===== config.mk =====
export PLATFORM = sky130hd
export DESIGN_NAME = stack_ptr_ctrl_flat
export DESIGN_NICKNAME = d
export VERILOG_FILES = /design/src/rtl/stack_pkg.sv /design/src/rtl/stack_ptr_ctrl_if.sv /design/src/rtl/stack_ptr_ctrl_sp_step.sv /design/src/rtl/stack_ptr_ctrl.sv /design/src/flat_wrapper.sv
export SDC_FILE = /design/constraint.sdc
export NUM_CORES = 1
export LEC_CHECK = 0
export ABC_CLOCK_PERIOD_IN_PS = 5770
export CAP_MARGIN = 20
export CORE_MARGIN = 2
export CORE_UTILIZATION = 45
export DETAILED_ROUTE_END_ITERATION = 8
export HOLD_SLACK_MARGIN = 0.12
export PLACE_DENSITY = 0.74
export RECOVER_POWER = 50
export SYNTH_ARGS = -nofsm -noshare
export SYNTH_HDL_FRONTEND = slang
export SYNTH_SLANG_ARGS = --single-unit

===== constraint.sdc =====
create_clock -name clk -period 5.77 [get_ports clk]
set_clock_uncertainty 0.2 [all_clocks]
set_input_delay 1.731 -clock clk [delete_from_list [all_inputs] [get_ports clk]]
set_output_delay 1.731 -clock clk [all_outputs]
set_load 0.05 [all_outputs]

===== src/rtl/stack_pkg.sv =====
// rtl/stack_pkg.sv - shared FSM state and op encodings for the stack pointer controller
package stack_pkg;

   localparam logic [0:0] ST_IDLE = 1'b0;
   localparam logic [0:0] ST_XFER = 1'b1;

   localparam logic OP_PUSH = 1'b0;
   localparam logic OP_POP  = 1'b1;

endpackage


===== src/rtl/stack_ptr_ctrl_if.sv =====
// rtl/stack_ptr_ctrl_if.sv - request, memory-strobe and status bundle of the stack pointer controller
interface stack_ptr_ctrl_if #(
   parameter int AW = 16,
   parameter int CW = 4,
   parameter int LW = 9
);
   logic          op_valid;
   logic          op_ready;
   logic          op_pop;
   logic [CW-1:0] op_count;
   logic          sp_load;
   logic [AW-1:0] sp_load_val;
   logic [AW-1:0] sp;
   logic [AW-1:0] mem_addr;
   logic          mem_we;
   logic          mem_re;
   logic          busy;
   logic          done;
   logic          op_err;
   logic [LW-1:0] level;
   logic          empty;
   logic          full;
   logic          ovf;
   logic          unf;
   logic          err_clr;

   modport master (
      output op_valid, op_pop, op_count, sp_load, sp_load_val, err_clr,
      input  op_ready, sp, mem_addr, mem_we, mem_re, busy, done, op_err,
             level, empty, full, ovf, unf
   );

   modport slave (
      input  op_valid, op_pop, op_count, sp_load, sp_load_val, err_clr,
      output op_ready, sp, mem_addr, mem_we, mem_re, busy, done, op_err,
             level, empty, full, ovf, unf
   );
endinterface


===== src/rtl/stack_ptr_ctrl_sp_step.sv =====
// rtl/stack_ptr_ctrl_sp_step.sv - next SP and beat address for one push/pop beat (empty-descending stack)
module sp_step #(
   parameter int AW = 16
) (
   input  logic [AW-1:0] sp,
   input  logic          pop,
   output logic [AW-1:0] next_sp,
   output logic [AW-1:0] addr
);
   always_comb begin
      next_sp = pop ? sp + AW'(1) : sp - AW'(1);
      addr    = pop ? sp + AW'(1) : sp;
   end
endmodule


===== src/rtl/stack_ptr_ctrl.sv =====
// rtl/stack_ptr_ctrl.sv - burst push/pop stack pointer controller with window checks and sticky errors
module stack_ptr_ctrl
   import stack_pkg::*;
#(
   parameter int            AW        = 16,
   parameter logic [AW-1:0] TOP       = 16'hFFFF,
   parameter int            DEPTH     = 256,
   parameter int            MAX_BURST = 8,
   parameter int            CW        = $clog2(MAX_BURST + 1),
   parameter int            LW        = $clog2(DEPTH + 1)
) (
   input logic              clk,
   input logic              reset,
   stack_ptr_ctrl_if.slave  bus
);
   localparam logic [AW-1:0] FULL_SP = AW'(TOP - AW'(DEPTH));

   logic [0:0]    state;
   logic [CW-1:0] cnt;
   logic          dir_pop;
   logic [AW-1:0] sp_q;
   logic [AW-1:0] mem_addr_q;
   logic          mem_we_q, mem_re_q, done_q, op_err_q, ovf_q, unf_q;
   logic          step_pop;
   logic [AW-1:0] step_sp, step_addr;
   logic [LW-1:0] level;
   logic          accept, push_rej, pop_rej;

   // In IDLE the step unit previews the first beat of the incoming request.
   assign step_pop = (state == ST_IDLE) ? bus.op_pop : dir_pop;

   sp_step #(.AW(AW)) u_step (
      .sp      (sp_q),
      .pop     (step_pop),
      .next_sp (step_sp),
      .addr    (step_addr)
   );

   assign level    = LW'(TOP - sp_q);
   assign accept   = bus.op_valid && bus.op_ready;
   assign push_rej = (bus.op_pop == OP_PUSH) && (32'(level) + 32'(bus.op_count) > 32'(DEPTH));
   assign pop_rej  = (bus.op_pop == OP_POP) && (32'(bus.op_count) > 32'(level));

   always_ff @(posedge clk) begin
      if (reset) begin
         state      <= ST_IDLE;
         cnt        <= '0;
         dir_pop    <= OP_PUSH;
         sp_q       <= TOP;
         mem_addr_q <= TOP;
         mem_we_q   <= 1'b0;
         mem_re_q   <= 1'b0;
         done_q     <= 1'b0;
         op_err_q   <= 1'b0;
         ovf_q      <= 1'b0;
         unf_q      <= 1'b0;
      end else begin
         done_q   <= 1'b0;
         op_err_q <= 1'b0;
         mem_we_q <= 1'b0;
         mem_re_q <= 1'b0;
         if (bus.err_clr) begin
            ovf_q <= 1'b0;
            unf_q <= 1'b0;
         end
         if (state == ST_IDLE) begin
            if (bus.sp_load) begin
               sp_q <= bus.sp_load_val;
            end else if (accept) begin
               if (push_rej || pop_rej) begin
                  done_q   <= 1'b1;
                  op_err_q <= 1'b1;
                  if (pop_rej) unf_q <= 1'b1;
                  else         ovf_q <= 1'b1;
               end else if (bus.op_count == '0) begin
                  done_q <= 1'b1;
               end else begin
                  // First beat is issued on the accept edge itself.
                  state      <= ST_XFER;
                  cnt        <= bus.op_count;
                  dir_pop    <= bus.op_pop;
                  mem_addr_q <= step_addr;
                  mem_we_q   <= !step_pop;
                  mem_re_q   <= step_pop;
                  sp_q       <= step_sp;
               end
            end
         end else begin
            if (cnt == CW'(1)) begin
               state  <= ST_IDLE;
               done_q <= 1'b1;
            end else begin
               cnt        <= cnt - CW'(1);
               mem_addr_q <= step_addr;
               mem_we_q   <= !step_pop;
               mem_re_q   <= step_pop;
               sp_q       <= step_sp;
            end
         end
      end
   end

   assign bus.op_ready = (state == ST_IDLE) && !bus.sp_load;
   assign bus.busy     = (state == ST_XFER);
   assign bus.sp       = sp_q;
   assign bus.mem_addr = mem_addr_q;
   assign bus.mem_we   = mem_we_q;
   assign bus.mem_re   = mem_re_q;
   assign bus.done     = done_q;
   assign bus.op_err   = op_err_q;
   assign bus.level    = level;
   assign bus.empty    = (sp_q == TOP);
   assign bus.full     = (sp_q == FULL_SP);
   assign bus.ovf      = ovf_q;
   assign bus.unf      = unf_q;
endmodule


===== src/flat_wrapper.sv =====
// flat-port wrapper written by rule: the top's interface ports become plain ports
module stack_ptr_ctrl_flat import stack_pkg::*;
#(
   parameter int            AW        = 16,
   parameter logic [AW-1:0] TOP       = 16'hFFFF,
   parameter int            DEPTH     = 256,
   parameter int            MAX_BURST = 8,
   parameter int            CW        = $clog2(MAX_BURST + 1),
   parameter int            LW        = $clog2(DEPTH + 1)
)
  (clk, reset, bus_op_valid, bus_op_pop, bus_op_count, bus_sp_load, bus_sp_load_val, bus_err_clr, bus_op_ready, bus_sp, bus_mem_addr, bus_mem_we, bus_mem_re, bus_busy, bus_done, bus_op_err, bus_level, bus_empty, bus_full, bus_ovf, bus_unf);
  stack_ptr_ctrl_if #(.AW(AW), .CW(CW), .LW(LW)) bus_i ();
  input logic clk;
  input logic reset;
  input wire logic [$bits(bus_i.op_valid)-1:0] bus_op_valid;
  input wire logic [$bits(bus_i.op_pop)-1:0] bus_op_pop;
  input wire logic [$bits(bus_i.op_count)-1:0] bus_op_count;
  input wire logic [$bits(bus_i.sp_load)-1:0] bus_sp_load;
  input wire logic [$bits(bus_i.sp_load_val)-1:0] bus_sp_load_val;
  input wire logic [$bits(bus_i.err_clr)-1:0] bus_err_clr;
  output wire logic [$bits(bus_i.op_ready)-1:0] bus_op_ready;
  output wire logic [$bits(bus_i.sp)-1:0] bus_sp;
  output wire logic [$bits(bus_i.mem_addr)-1:0] bus_mem_addr;
  output wire logic [$bits(bus_i.mem_we)-1:0] bus_mem_we;
  output wire logic [$bits(bus_i.mem_re)-1:0] bus_mem_re;
  output wire logic [$bits(bus_i.busy)-1:0] bus_busy;
  output wire logic [$bits(bus_i.done)-1:0] bus_done;
  output wire logic [$bits(bus_i.op_err)-1:0] bus_op_err;
  output wire logic [$bits(bus_i.level)-1:0] bus_level;
  output wire logic [$bits(bus_i.empty)-1:0] bus_empty;
  output wire logic [$bits(bus_i.full)-1:0] bus_full;
  output wire logic [$bits(bus_i.ovf)-1:0] bus_ovf;
  output wire logic [$bits(bus_i.unf)-1:0] bus_unf;
  assign bus_i.op_valid = bus_op_valid;
  assign bus_i.op_pop = bus_op_pop;
  assign bus_i.op_count = bus_op_count;
  assign bus_i.sp_load = bus_sp_load;
  assign bus_i.sp_load_val = bus_sp_load_val;
  assign bus_i.err_clr = bus_err_clr;
  assign bus_op_ready = bus_i.op_ready;
  assign bus_sp = bus_i.sp;
  assign bus_mem_addr = bus_i.mem_addr;
  assign bus_mem_we = bus_i.mem_we;
  assign bus_mem_re = bus_i.mem_re;
  assign bus_busy = bus_i.busy;
  assign bus_done = bus_i.done;
  assign bus_op_err = bus_i.op_err;
  assign bus_level = bus_i.level;
  assign bus_empty = bus_i.empty;
  assign bus_full = bus_i.full;
  assign bus_ovf = bus_i.ovf;
  assign bus_unf = bus_i.unf;
  stack_ptr_ctrl #(.AW(AW), .TOP(TOP), .DEPTH(DEPTH), .MAX_BURST(MAX_BURST), .CW(CW), .LW(LW)) u_core (.clk(clk), .reset(reset), .bus(bus_i));
endmodule

==> results.txt <==
Relative slew slack = 49.5%
Lkg Pwr = 1.55 nW
Status = complete, no violations
Reg power frac = 31.1%
Filler Cell Count = 623
Number of synthesized flops with an enable pin = 0
Syn Inst Count = 397
Largest net degree at the start of global routing = 61
Setup TNS = 0 ns
Peak VDD IR = 0.165 mV
Gr ovfl total = 0
Area occupied by multi-input gates = 1970 um^2
Die width = 86.7 um
Highest Clock Rate = 197 MHz
Clk sinks = 44
Pre-CTS setup slack = 0.676 ns
H-tree depth = 2
Commonest non-fill, non-tap cell in the layout = nor2_1
# DRC = 0
Ys async rst share = 0%
Pint = 0.723 mW
Post-synthesis sequential area ratio = 28.7%
Slew @ Worst Pin = 0.756 ns
Final slew viol count = 0
Vias in the first global route = 2,791
CTS Root Cell = clkbuf_8
Crit share post-route = 88.1%
RSZ-0062 raised after global routing = false
Most area-hungry cell type in the Yosys netlist = dfxtp_1
Top FF cell, synth = dfxtp_1
Mapped Area = 3070 um^2
Register area = 881 um^2
Final hold violation count = 0
GRT Total Usage = 22.9%
Syn_area_per_cell = 7.74 um^2
Register bit total from synthesis = 44
CP Data Arrival Time = 3.16 ns
WP data required = 3.84 ns
Power, Total = 1.28 mW
Nets = 492
CTS Buf Count = 5
PwrDens = 325 nW/um^2
CTS tree = built
Dominant cells by area after synthesis = dfxtp_1, nor2_1, mux2i_1
Initial antenna violation count = 0
Hpwl dp = 6310 um
Net Sw Frac = 43.6%
Antenna Nets Post-Route = 0
Detailed Routing Iterations Pass 1 = 5
Core ar. = 6720 um^2
Final setup fails = 0
Compound-Gate Fraction of Synth Area = 22.9%
Global-route wire length before repair = 13,800 um
Post-CTS resize count = 0
Final worst path period need = 5.09 ns
Clock power share = 21.9%
Synth Area in XOR/XNOR = 4.27%
Setup ws final = 0.684 ns
Crit end category = output pin
Port Buffers = 76
HP Class = reg2reg
Total via count in the routed design = 3,155
Initial DRC count = 220
Share of layout cells above drive strength 1 = 5.96%
Via density = 5.92
DIE AREA = 7510 um^2
Layout area overhead = 28.3%
Share of the synthesized area in the top cell type = 28.7%
Post-CTS setup buffer count = 0
Logic pwr share = 47.1%
Commonest cells after routing, fill and taps aside = nor2_1, dlygate4sd3_1, dfxtp_1, nand2_1, clkdlybuf4s50_1
CTS Hold Bufs = 0
CP max FO = 4
Largest family of logic cells by synthesized area = simple AND/OR/NAND/NOR gates
Crit Path Category = in2out
Adder-cell share of the synthesized area = 5.54%
Antenna diodes = 0
WL per Instance = 16.3 um
Ports = 77
Clk_lat worst skew = 0.30 ns
Die Y = 86.7 um
Syn nets = 436
Synth Area in Simple Gates = 24.7%
Max Root-Sink Buffers = 2
Synth Warn # = 0
Starting density of the core = 45.8%
Clk slew on worst S/H paths = 0.08 ns
Max_cap viols = 0
Sw Pwr = 0.559 mW
Row count = 30
Crit start category = input port
Post-synthesis mux area share = 6.59%
Yosys cell types = 59
GP Congestion = 0.916
Post-Route WL = 8680 um
sequential cells by signal, summed over array words and instances, names as in the netlist:
signal and count:
u_core.bus.busy 1, u_core.bus.done 1, u_core.bus.mem_addr 16, u_core.bus.mem_re 1, u_core.bus.mem_we 1, u_core.bus.op_err 1
u_core.bus.ovf 1, u_core.bus.sp 16, u_core.bus.unf 1, u_core.cnt 4, u_core.dir_pop 1
path summary, 6_finish.rpt:
check                           startpoint  depth (start not counted)                             end  slack [ns]
max                            bus_sp_load                          3                    bus_op_ready        0.68
min            u_core.dir_pop$_SDFFE_PP0P_                          2    u_core.bus.mem_re$_SDFF_PP0_        0.30
max reg2reg  u_core.bus.sp[0]$_SDFFE_PP1P_                         10  u_core.bus.sp[15]$_SDFFE_PP1P_        2.09
min reg2reg    u_core.dir_pop$_SDFFE_PP0P_                          2    u_core.bus.mem_re$_SDFF_PP0_        0.30
power by group through the flow:
stage	Clock, mW	Sequential, mW	Combinational [mW]
6_report	0.280	0.398	0.603
5_1_grt	0.297	0.406	0.644
4_1_cts	0.284	0.398	0.613
3_5_place_dp	0	0.405	0.611
3_3_place_gp	0	0.404	0.604
2_1_floorplan	0	0.485	0.357
cells by family after synthesis:
logic type | after synthesis
AO/OA/AOI/OAI | 98
XOR/XNOR | 15
adder cells (fa/ha/maj) | 13
buffers and inverters | 50
flip-flops | 44
multiplexers | 20
AND/OR/NAND/NOR | 157
area by class of cell:
class / count / area share, %
repair buffers: 82 / 20.3
flip-flops and latches: 44 / 22.3
inverters: 17 / 1.62
well taps: 80 / 2.54
clock inverters: 2 / 1.52
multi-input cells: 303 / 49.9
clock buffers: 5 / 1.74
per-layer routing:
layer / wire [um] / global-route usage [%] / share of wire (%) / up-vias
met5: 0 / 0 / 0 / -
met4: 166 / 5.97 / 1.9 / 0
met3: 531 / 2.86 / 6.1 / 12
met2: 3790 / 35.2 / 44 / 129
met1: 4190 / 33.9 / 48 / 1468
li1: - / - / - / 1546
synthesized netlist by cell type, drive strengths merged (10+ instances only):
| library cell | n |
|---|---|
| xnor2 | 13 |
| ha | 12 |
| dfxtp | 44 |
| nand3 | 13 |
| nor2 | 59 |
| a21oi | 18 |
| clkbuf | 25 |
| o21ai | 10 |
| nand2 | 30 |
| nor3 | 10 |
| mux2i | 18 |
| a31oi | 15 |
| a211oi | 14 |
| inv | 17 |
stage by stage:
stage | utilization (%) | instance area, um^2 | hold slack [ns] | instances
after floorplan | - | 3070 | 0.251 | 397
after global placement | 56.8 | 3810 | 0.268 | 526
after detailed placement | 56.8 | 3810 | 0.284 | 526
after CTS | 58.7 | 3940 | 0.299 | 533
after global routing | 58.7 | 3940 | 0.322 | 533
final | 58.7 | 3940 | 0.298 | 533
worst max-delay path: stages:
cell,delay (ns)
clkdlybuf4s50_1,0.44
nor2_1,0.15
clkdlybuf4s50_1,0.83
(Power assumes the default switching activity.)
